<file path="config.mk">
export PLATFORM = sky130hd
export DESIGN_NAME = fifo_dram_ctrl
export DESIGN_NICKNAME = d
export VERILOG_FILES = /design/src/rtl/fifo_pkg.sv /design/src/rtl/fifo_dram_ctrl.sv
export SDC_FILE = /design/constraint.sdc
export NUM_CORES = 1
export LEC_CHECK = 0
export CAP_MARGIN = 20
export CORE_MARGIN = 8
export CORE_UTILIZATION = 35
export CTS_CLUSTER_DIAMETER = 150
export DETAILED_ROUTE_END_ITERATION = 12
export PLACE_DENSITY = 0.74
export RECOVER_POWER = 50
export SYNTH_ARGS = -nofsm -noshare
export SYNTH_HDL_FRONTEND = slang
export SYNTH_SLANG_ARGS = --single-unit
</file>
<file path="constraint.sdc">
create_clock -name clk -period 5.15 [get_ports clk]
set_input_delay 0.7725 -clock clk [delete_from_list [all_inputs] [get_ports clk]]
set_output_delay 0.7725 -clock clk [all_outputs]
set_load 0.005 [all_outputs]
</file>
<file path="src/rtl/fifo_pkg.sv">
// fifo_pkg: shared depth limits and pointer-width helper for the DRAM-backed FIFO.
// Contents:
//   fifo_depth_min / fifo_depth_max - legal range for the fifo_depth parameter
//   clogb2(value)                   - ceil(log2(value)), used to size pointers and counts
package fifo_pkg;

    localparam int fifo_depth_min = 4;
    localparam int fifo_depth_max = 1024;

    function automatic int clogb2(input int value);
        int r;
        r = 0;
        while ((1 << r) < value) r++;
        return r;
    endfunction

endpackage

</file>
<file path="src/rtl/fifo_dram_ctrl.sv">
// fifo_dram_ctrl: first-word-fall-through FIFO controller around an external
// simple dual-port distributed RAM (asynchronous read, no output register).
// Capacity is fifo_depth words in RAM plus one word in the m_data register.
// Ports:
//   clk, rst_n                     - rising-edge clock, asynchronous active-low reset
//   s_data, s_valid, s_ready       - write side handshake
//   m_data, m_valid, m_ready       - read side handshake, m_data registered
//   mem_wen, mem_waddr, mem_din    - RAM write port
//   mem_ren, mem_raddr, mem_dout   - RAM read port (mem_dout combinational from mem_raddr)
//   data_cnt                       - total words held (RAM + output register), only
//                                    present when FIFO_DATA_CNT_EN is defined
module fifo_dram_ctrl
    import fifo_pkg::*;
#(
    parameter int  fifo_depth       = 32,
    parameter int  fifo_data_width  = 24,
    parameter real simulation_delay = 1
) (
    input  logic                             clk,
    input  logic                             rst_n,
    input  logic [fifo_data_width-1:0]       s_data,
    input  logic                             s_valid,
    output logic                             s_ready,
    output logic [fifo_data_width-1:0]       m_data,
    output logic                             m_valid,
    input  logic                             m_ready,
    output logic                             mem_wen,
    output logic [clogb2(fifo_depth)-1:0]    mem_waddr,
    output logic [fifo_data_width-1:0]       mem_din,
    output logic                             mem_ren,
    output logic [clogb2(fifo_depth)-1:0]    mem_raddr,
`ifdef FIFO_DATA_CNT_EN
    output logic [clogb2(fifo_depth):0]      data_cnt,
`endif
    input  logic [fifo_data_width-1:0]       mem_dout
);

    localparam int aw = clogb2(fifo_depth);
    localparam logic [aw:0] depth_cnt = (aw + 1)'(fifo_depth);

    // Reject illegal configurations at elaboration time.
    if (fifo_depth < fifo_depth_min || fifo_depth > fifo_depth_max ||
        (fifo_depth & (fifo_depth - 1)) != 0 || simulation_delay < 0.0) begin : g_bad_cfg
        $error("fifo_dram_ctrl: illegal fifo_depth or simulation_delay");
    end

    logic [aw-1:0] wptr;
    logic [aw-1:0] rptr;
    logic [aw:0]   mem_cnt;
    logic [aw:0]   mem_cnt_nxt;
    logic          wr;
    logic          m_valid_nxt;

    assign s_ready   = mem_cnt != depth_cnt;
    assign wr        = s_valid && s_ready;
    // Refill the output register whenever it is empty or being consumed this cycle.
    assign mem_ren   = (mem_cnt != '0) && (!m_valid || m_ready);
    assign mem_wen   = wr;
    assign mem_waddr = wptr;
    assign mem_din   = s_data;
    assign mem_raddr = rptr;

    always_comb begin
        mem_cnt_nxt = (wr && !mem_ren) ? mem_cnt + 1'b1 :
                      (!wr && mem_ren) ? mem_cnt - 1'b1 : mem_cnt;
        m_valid_nxt = mem_ren ? 1'b1 : m_ready ? 1'b0 : m_valid;
    end

    // Pointers wrap naturally because fifo_depth is a power of two.
    always_ff @(posedge clk or negedge rst_n) begin
        if (!rst_n) begin
            wptr    <= '0;
            rptr    <= '0;
            mem_cnt <= '0;
            m_valid <= 1'b0;
            m_data  <= '0;
        end else begin
            if (wr) wptr <= wptr + 1'b1;
            if (mem_ren) begin
                rptr   <= rptr + 1'b1;
                m_data <= mem_dout;
            end
            m_valid <= m_valid_nxt;
            mem_cnt <= mem_cnt_nxt;
        end
    end

`ifdef FIFO_DATA_CNT_EN
    // Registered from next-state values so it tracks mem_cnt + m_valid exactly.
    always_ff @(posedge clk or negedge rst_n) begin
        if (!rst_n) data_cnt <= '0;
        else        data_cnt <= mem_cnt_nxt + (aw + 1)'(m_valid_nxt);
    end
`endif

endmodule
</file>
==> results.md, run 1 <==
- Reg2Reg Depth: 9
- Via density: 4.70
- Max Cap Viol: 1
- Total global-route track usage: 10.9%
- Antenna viol nets, final: 0
- Period utilisation layout: 67.2%
- Setup tns final: 0 ns
- CP startpoint kind: flop
- DP Cell Count: 315
- Biggest cell delay along the critical path: 0.61 ns
- R2R setup slack: 1.76 ns
- Violated checks: max-capacitance violations, max-slew violations
- Worst path required time: 4.38 ns
- Drt pass-1 iters: 4
- Num rows: 27
- Dpl ws: 1.24 ns
- Yosys reg bits: 41
- Drt initial violations: 44
- # hold bufs at CTS: 0
- Core box area: 0.00554 mm^2
- Max-slew violations: 42
- Wirelength per Cell: 13.8 um
- # H-tree levels: 2
- WP buf/inv: 2
- Clk slew on worst S/H paths: 0.08 ns
- IO buf count: 65
- Vias: 1522
- Tot Pwr: 1.39 mW
- CP max FO: 29
- Synthesized area: 0.00202 mm^2
- Rel. slew slack: -45.7%
- WHS Endpoint: m_data[22]$_DFFE_PN0P_
- Endpoints failing setup: 0
- Detailed Place HPWL: 3390 um
- Highest clock rate: 289 MHz
- Largest net degree at the start of global routing: 42
- R2r endpoint: mem_cnt[5]$_DFFE_PN0P_
- Syn Inst Count: 210
- Resized Gates After CTS: 0
- Largest delay share family, worst path: buffers and inverters
- Crit. End Element: primary output
- Diode count: 0
- RSZ-0062 raised after global routing: false
- Initial Utilization: 36.4%
- Worst r2r src: mem_cnt[1]$_DFFE_PN0P_
- Yosys cell types: 33
- Worst Path Arrival: 2.69 ns
- CTS Buffer Depth: 2
- Io pins: 114
- Placer Congestion: 0.759
- WS Path Type: reg -> out
- Worst Hold Depth: 2
- Minimum clock period after layout: 3.46 ns
- Worst-Skew Late Latency: 0.29 ns
- Drt total wl: 4480 um
- Placement Cell Area: 0.00253 mm^2
- Setup WS post-layout: 1.69 ns
- Final instance area: 0.00269 mm^2
- First-pass GRT wire length: 7590 um
- Vias in the first global route: 1596
- Non-filler cells, final: 324
- Hold Slack: 0.472 ns
- Area grow syn2layout: 33.2%
- PwrDens: 517 mW/mm^2
- CP Cell Sequence: or4_1 -> o31ai_4 -> inv_2 -> clkdlybuf4s50_1
- Syn avg cell area: 9.62 um^2
- Top cell type by total area after synthesis: dfrtp_1
- DRC: 0
- Status: complete, but fails checks
- Share of cells above drive strength 1: 5.56%
- Area of the die: 0.00846 mm^2
- Yosys warns: 0
- Pleak: 1.23 nW
- Layout Skew: 0.00706 ns
- Post-layout util: 48.6%
- Die width: 92.0 um
- Synthesized Nets: 270
- CTS buffer count: 5
- Fin. Hold Viols: 0
- Tightest Pin Transition: 2.19 ns
- Root buf cell: clkbuf_8
- Largest cells by area after synthesis: dfrtp_1 51%, nand2_1 15%, buf_4 8.9%
- Die Y-Extent: 92.0 um
- Initial antenna violation count: 0
- Synth top area share: 50.8%
- Fin nets: 311
- GRT overflow: 0
- Hold_sp: m_data[22]$_DFFE_PN0P_
- Critical-path top delay cell: or4_1
- TritonCTS clock tree: done
- Max VDD drop: 0.266 mV
- Min-Delay Path Class: reg -> reg
- # Post-CTS Setup Buffers: 0
- Sequential fraction of the synthesis area: 50.8%
- # clock sinks: 41
-- worst max path at each step --
stage                      startpoint  cells past startpoint                     end
3_5_place_dp   mem_cnt[1]$_DFFE_PN0P_                      9  mem_cnt[5]$_DFFE_PN0P_
4_1_cts        mem_cnt[1]$_DFFE_PN0P_                      4                 mem_ren
3_3_place_gp   mem_cnt[1]$_DFFE_PN0P_                      9  mem_cnt[5]$_DFFE_PN0P_
6_report       mem_cnt[1]$_DFFE_PN0P_                      4                 mem_ren
2_1_floorplan  mem_cnt[1]$_DFFE_PN0P_                     10  mem_cnt[5]$_DFFE_PN0P_
5_1_grt        mem_cnt[1]$_DFFE_PN0P_                      4                 mem_ren
-- cell usage after synthesis --
cell type	count
xor2_1	3
nor2b_1	1
o31a_1	1
a21oi_1	3
o2111ai_1	1
nand3_1	1
inv_1	3
or3b_2	1
nor3_1	1
nor4_1	1
a211oi_1	1
buf_2	3
buf_4	24
o21ai_0	3
mux2_2	2
buf_6	1
clkbuf_1	4
o21bai_1	1
o211ai_1	2
nand2b_1	1
dfrtp_1	41
or4_4	1
a21o_1	2
xnor2_1	9
inv_2	1
nand2_1	80
o31ai_4	1
nand4_1	6
nor2_1	1
nor3b_1	1
a221o_1	1
fa_1	1
ha_1	7
-- routing by layer --
layer	up-vias	track usage [%]	share of wire (%)
li1	739	-	-
met1	729	11.6	41
met2	48	18.2	48
met3	6	4.81	9.5
met4	0	4.97	1.6
met5	-	0	0
-- cell usage in the layout, fill, tap and decap left out, types with 2 or more instances in the layout --
cell type | Yosys | layout
dlygate4sd3_1 | 0 | 2
dfrtp_1 | 41 | 41
ha_1 | 7 | 7
a21oi_1 | 3 | 3
mux2_2 | 2 | 2
clkdlybuf4s50_1 | 0 | 62
inv_1 | 3 | 3
o21ai_0 | 3 | 3
xnor2_1 | 9 | 9
clkbuf_8 | 0 | 5
bufinv_16 | 0 | 2
nand4_1 | 6 | 6
nand2_1 | 80 | 80
o211ai_1 | 2 | 2
xor2_1 | 3 | 3
a21o_1 | 2 | 2
-- cell type report --
type / instances / area (um^2)
repair buffers: 66 / 672
multi-input cells: 133 / 753
clock buffers: 5 / 68.8
clock inverters: 3 / 65.1
inverters: 4 / 15.0
fillers: 539 / 2850
flip-flops and latches: 41 / 1030
well taps: 72 / 90.1
-- cells by family (layout without fill, tap and decap cells) --
group           after synthesis  count (layout)  synth area share (%)
simple gates                 95              95                  19.7
flops                        41              41                  50.8
buf+inv                      36              78                  11.7
compound gates               16              16                  6.13
xor+xnor                     12              12                  5.20
fa+ha+maj                     8               8                  5.33
mux                           2               2                  1.12
-- worst reg2reg max path, stage by stage, from the launching register on --
cell	delay, ns
dfrtp_1	0.43
or4_1	0.61
o31ai_4	0.47
ha_1	0.33
inv_1	0.14
ha_1	0.31
a211oi_1	0.42
or3b_2	0.20
nand4_1	0.10
a221o_1	0.27
-- state kept, by name, summed over array words and instances, names as in the netlist --
name,flops
m_data,24
m_valid,1
mem_cnt,6
mem_raddr,5
mem_waddr,5
-- power breakdown --
| part | switching [mW] | total [mW] | internal, mW |
|---|---|---|---|
| logic | 0.233 | 0.553 | 0.320 |
| clock network | 0.108 | 0.300 | 0.192 |
| registers | 0.106 | 0.538 | 0.432 |
No activity file was read; power rests on OpenSTA's default activity.
==> run 2, diff against run 1 <==
==> constraint.sdc (replaced) <==
create_clock -name clk -period 3.5 [get_ports clk]
set_input_delay 0.525 -clock clk [delete_from_list [all_inputs] [get_ports clk]]
set_output_delay 0.525 -clock clk [all_outputs]
set_load 0.005 [all_outputs]
==> run 2 against run 1 <==
Net effect: the run still ends with max-capacitance violations, max-slew violations left; via count shrank 1.2%; combinational power grew 46%; clock skew shrank 0.0026 ns; non-clock buffer count grew 1; hold slack lost 0.00086 ns; sequential cell count is the same; register-to-register slack lost 1.5 ns; global-route usage grew 0.13 points; sequential power grew 47%; power grew 41%; critical path type is now reg -> reg; critical endpoint is now mem_cnt[5]$_DFFE_PN0P_; highest routed layer unchanged.
==> results.md, run 2 (synthesized netlist as in run 1, its figures left out) <==
- Status: complete, but fails checks
- Violated checks: max-capacitance violations, max-slew violations
- Worst r2r src: mem_cnt[1]$_DFFE_PN0P_
- Max Cap Viol: 1
- Drt total wl: 4540 um
- Most frequent cells in the layout: 80 x nand2_1, 58 x clkdlybuf4s50_1, 41 x dfrtp_1
- Setup tns final: 0 ns
- Max VDD drop: 0.288 mV
- # Post-CTS Setup Buffers: 0
- Share of cells above drive strength 1: 5.95%
- Min-Delay Path Class: reg -> reg
- Tot Pwr: 1.97 mW
- PwrDens: 742 mW/mm^2
- Endpoints failing setup: 0
- # clock sinks: 41
- Highest clock rate: 309 MHz
- Layout Skew: 0.00449 ns
- # H-tree levels: 2
- Worst-Skew Late Latency: 0.28 ns
- Period utilisation layout: 92.4%
- Sw Ratio: 33.5%
- Hold_sp: mem_waddr[4]$_DFFE_PN0P_
- Tightest Pin Transition: 2.22 ns
- Fin. Hold Viols: 0
- CP max FO: 7
- IO buf count: 65
- Via density: 4.64
- Wirelength per Cell: 14.0 um
- Diode count: 0
- Placement Cell Area: 0.00255 mm^2
- Placer Congestion: 0.837
- Internal Power: 1.31 mW
- Seq pwr share: 40.3%
- # hold bufs at CTS: 0
- Area of the die: 0.00846 mm^2
- WHS Endpoint: mem_waddr[4]$_DFFE_PN0P_
- Io pins: 114
- Sw Pwr: 0.658 mW
- Hold Slack: 0.471 ns
- Die width: 92.0 um
- Regs by FF count: m_data x24, mem_cnt x6
- Setup crit start: mem_cnt[1]$_DFFE_PN0P_
- R2r endpoint: mem_cnt[5]$_DFFE_PN0P_
- Initial Utilization: 36.4%
- Worst Hold Depth: 1
- Root buf cell: clkbuf_8
- RSZ-0062 raised after global routing: false
- Clock share of power: 18.7%
- CP startpoint kind: flop
- Antenna viol nets, final: 0
- Detailed Place HPWL: 3270 um
- Num rows: 27
- Initial antenna violation count: 0
- Minimum clock period after layout: 3.23 ns
- Drt pass-1 iters: 4
- First-pass GRT wire length: 7730 um
- DRC: 0
- Drt initial violations: 36
- Area grow syn2layout: 31.3%
- Max-slew violations: 42
- Core box area: 0.00554 mm^2
- TritonCTS clock tree: done
- GRT overflow: 0
- Die Y-Extent: 92.0 um
- CTS Buffer Depth: 2
- CTS buffer count: 5
- Vias: 1503
- Pleak: 1.22 nW
- R2R setup slack: 0.27 ns
- Dpl ws: 0.312 ns
- Total global-route track usage: 11.0%
- Setup WS post-layout: 0.267 ns
- Largest register FFs: 24
- Largest net degree at the start of global routing: 42
- Area occupied by registers: 0.00103 mm^2
- Final instance area: 0.00265 mm^2
- Resized Gates After CTS: 0
- Clk slew on worst S/H paths: 0.08 ns
- Rel. slew slack: -47.9%
- Worst path required time: 3.67 ns
- Crit. End Element: flop
- Filler cells: 544
- Reg2Reg Depth: 9
- Commonest non-fill, non-tap cell in the layout: nand2_1
- Largest Register: m_data
- Worst Path Arrival: 3.40 ns
- Vias in the first global route: 1611
- Area of the multi-input gates: 757 um^2
- Fin nets: 312
- Combinational power share: 41.1%
- WS Path Type: reg -> reg
[run 2: power by group through the flow]
stage / Clock, mW / Sequential (mW) / Combinational [mW]
after floorplan: 0 / 0.768 / 0.477
after global placement: 0 / 0.797 / 0.803
after detailed placement: 0 / 0.802 / 0.828
after CTS: 0.380 / 0.793 / 0.831
after global routing: 0.401 / 0.818 / 0.911
final: 0.367 / 0.792 / 0.807
[run 2: per-stage QoR]
stage | utilization (%) | std cells
floorplan | - | 210
global placement | 46.0 | 317
detailed placement | 46.0 | 317
CTS | 47.9 | 324
global route | 47.9 | 324
finish | 47.9 | 324
[run 2: cell type report]
type / instances / area share, %
clock inverter: 2 / 1.32
multi-input combinational: 133 / 28.6
timing repair buffer: 67 / 24.9
sequential: 41 / 38.7
inverter: 4 / 0.566
tap: 72 / 3.40
clock buffer: 5 / 2.60
[run 2: layer usage]
layer | share of wire [%] | track usage (%) | wire length [um]
met1 | 44 | 12.7 | 2000
met2 | 47 | 18.2 | 2140
met3 | 7.4 | 4.07 | 338
met4 | 1.4 | 4.30 | 62
met5 | 0 | 0 | 0
[run 2: worst max path at each step]
| stage | slack (ns) | endpoint | cells past startpoint |
|---|---|---|---|
| after global placement | 0.41 | mem_cnt[5]$_DFFE_PN0P_ | 9 |
| after detailed placement | 0.31 | mem_cnt[5]$_DFFE_PN0P_ | 9 |
| after CTS | 0.29 | mem_cnt[5]$_DFFE_PN0P_ | 9 |
| after global routing | 0.10 | mem_cnt[5]$_DFFE_PN0P_ | 9 |
| after floorplan | 0.31 | mem_cnt[5]$_DFFE_PN0P_ | 10 |
| final | 0.27 | mem_cnt[5]$_DFFE_PN0P_ | 9 |
[run 2: worst max-delay path: stages (launching register included)]
cell and delay [ns]:
dfrtp_1 0.44, or4_4 0.58, o31a_1 0.35, ha_1 0.29, inv_1 0.17, ha_1 0.28
a211oi_1 0.44, or3b_2 0.20, nand4_1 0.09, a221o_1 0.26
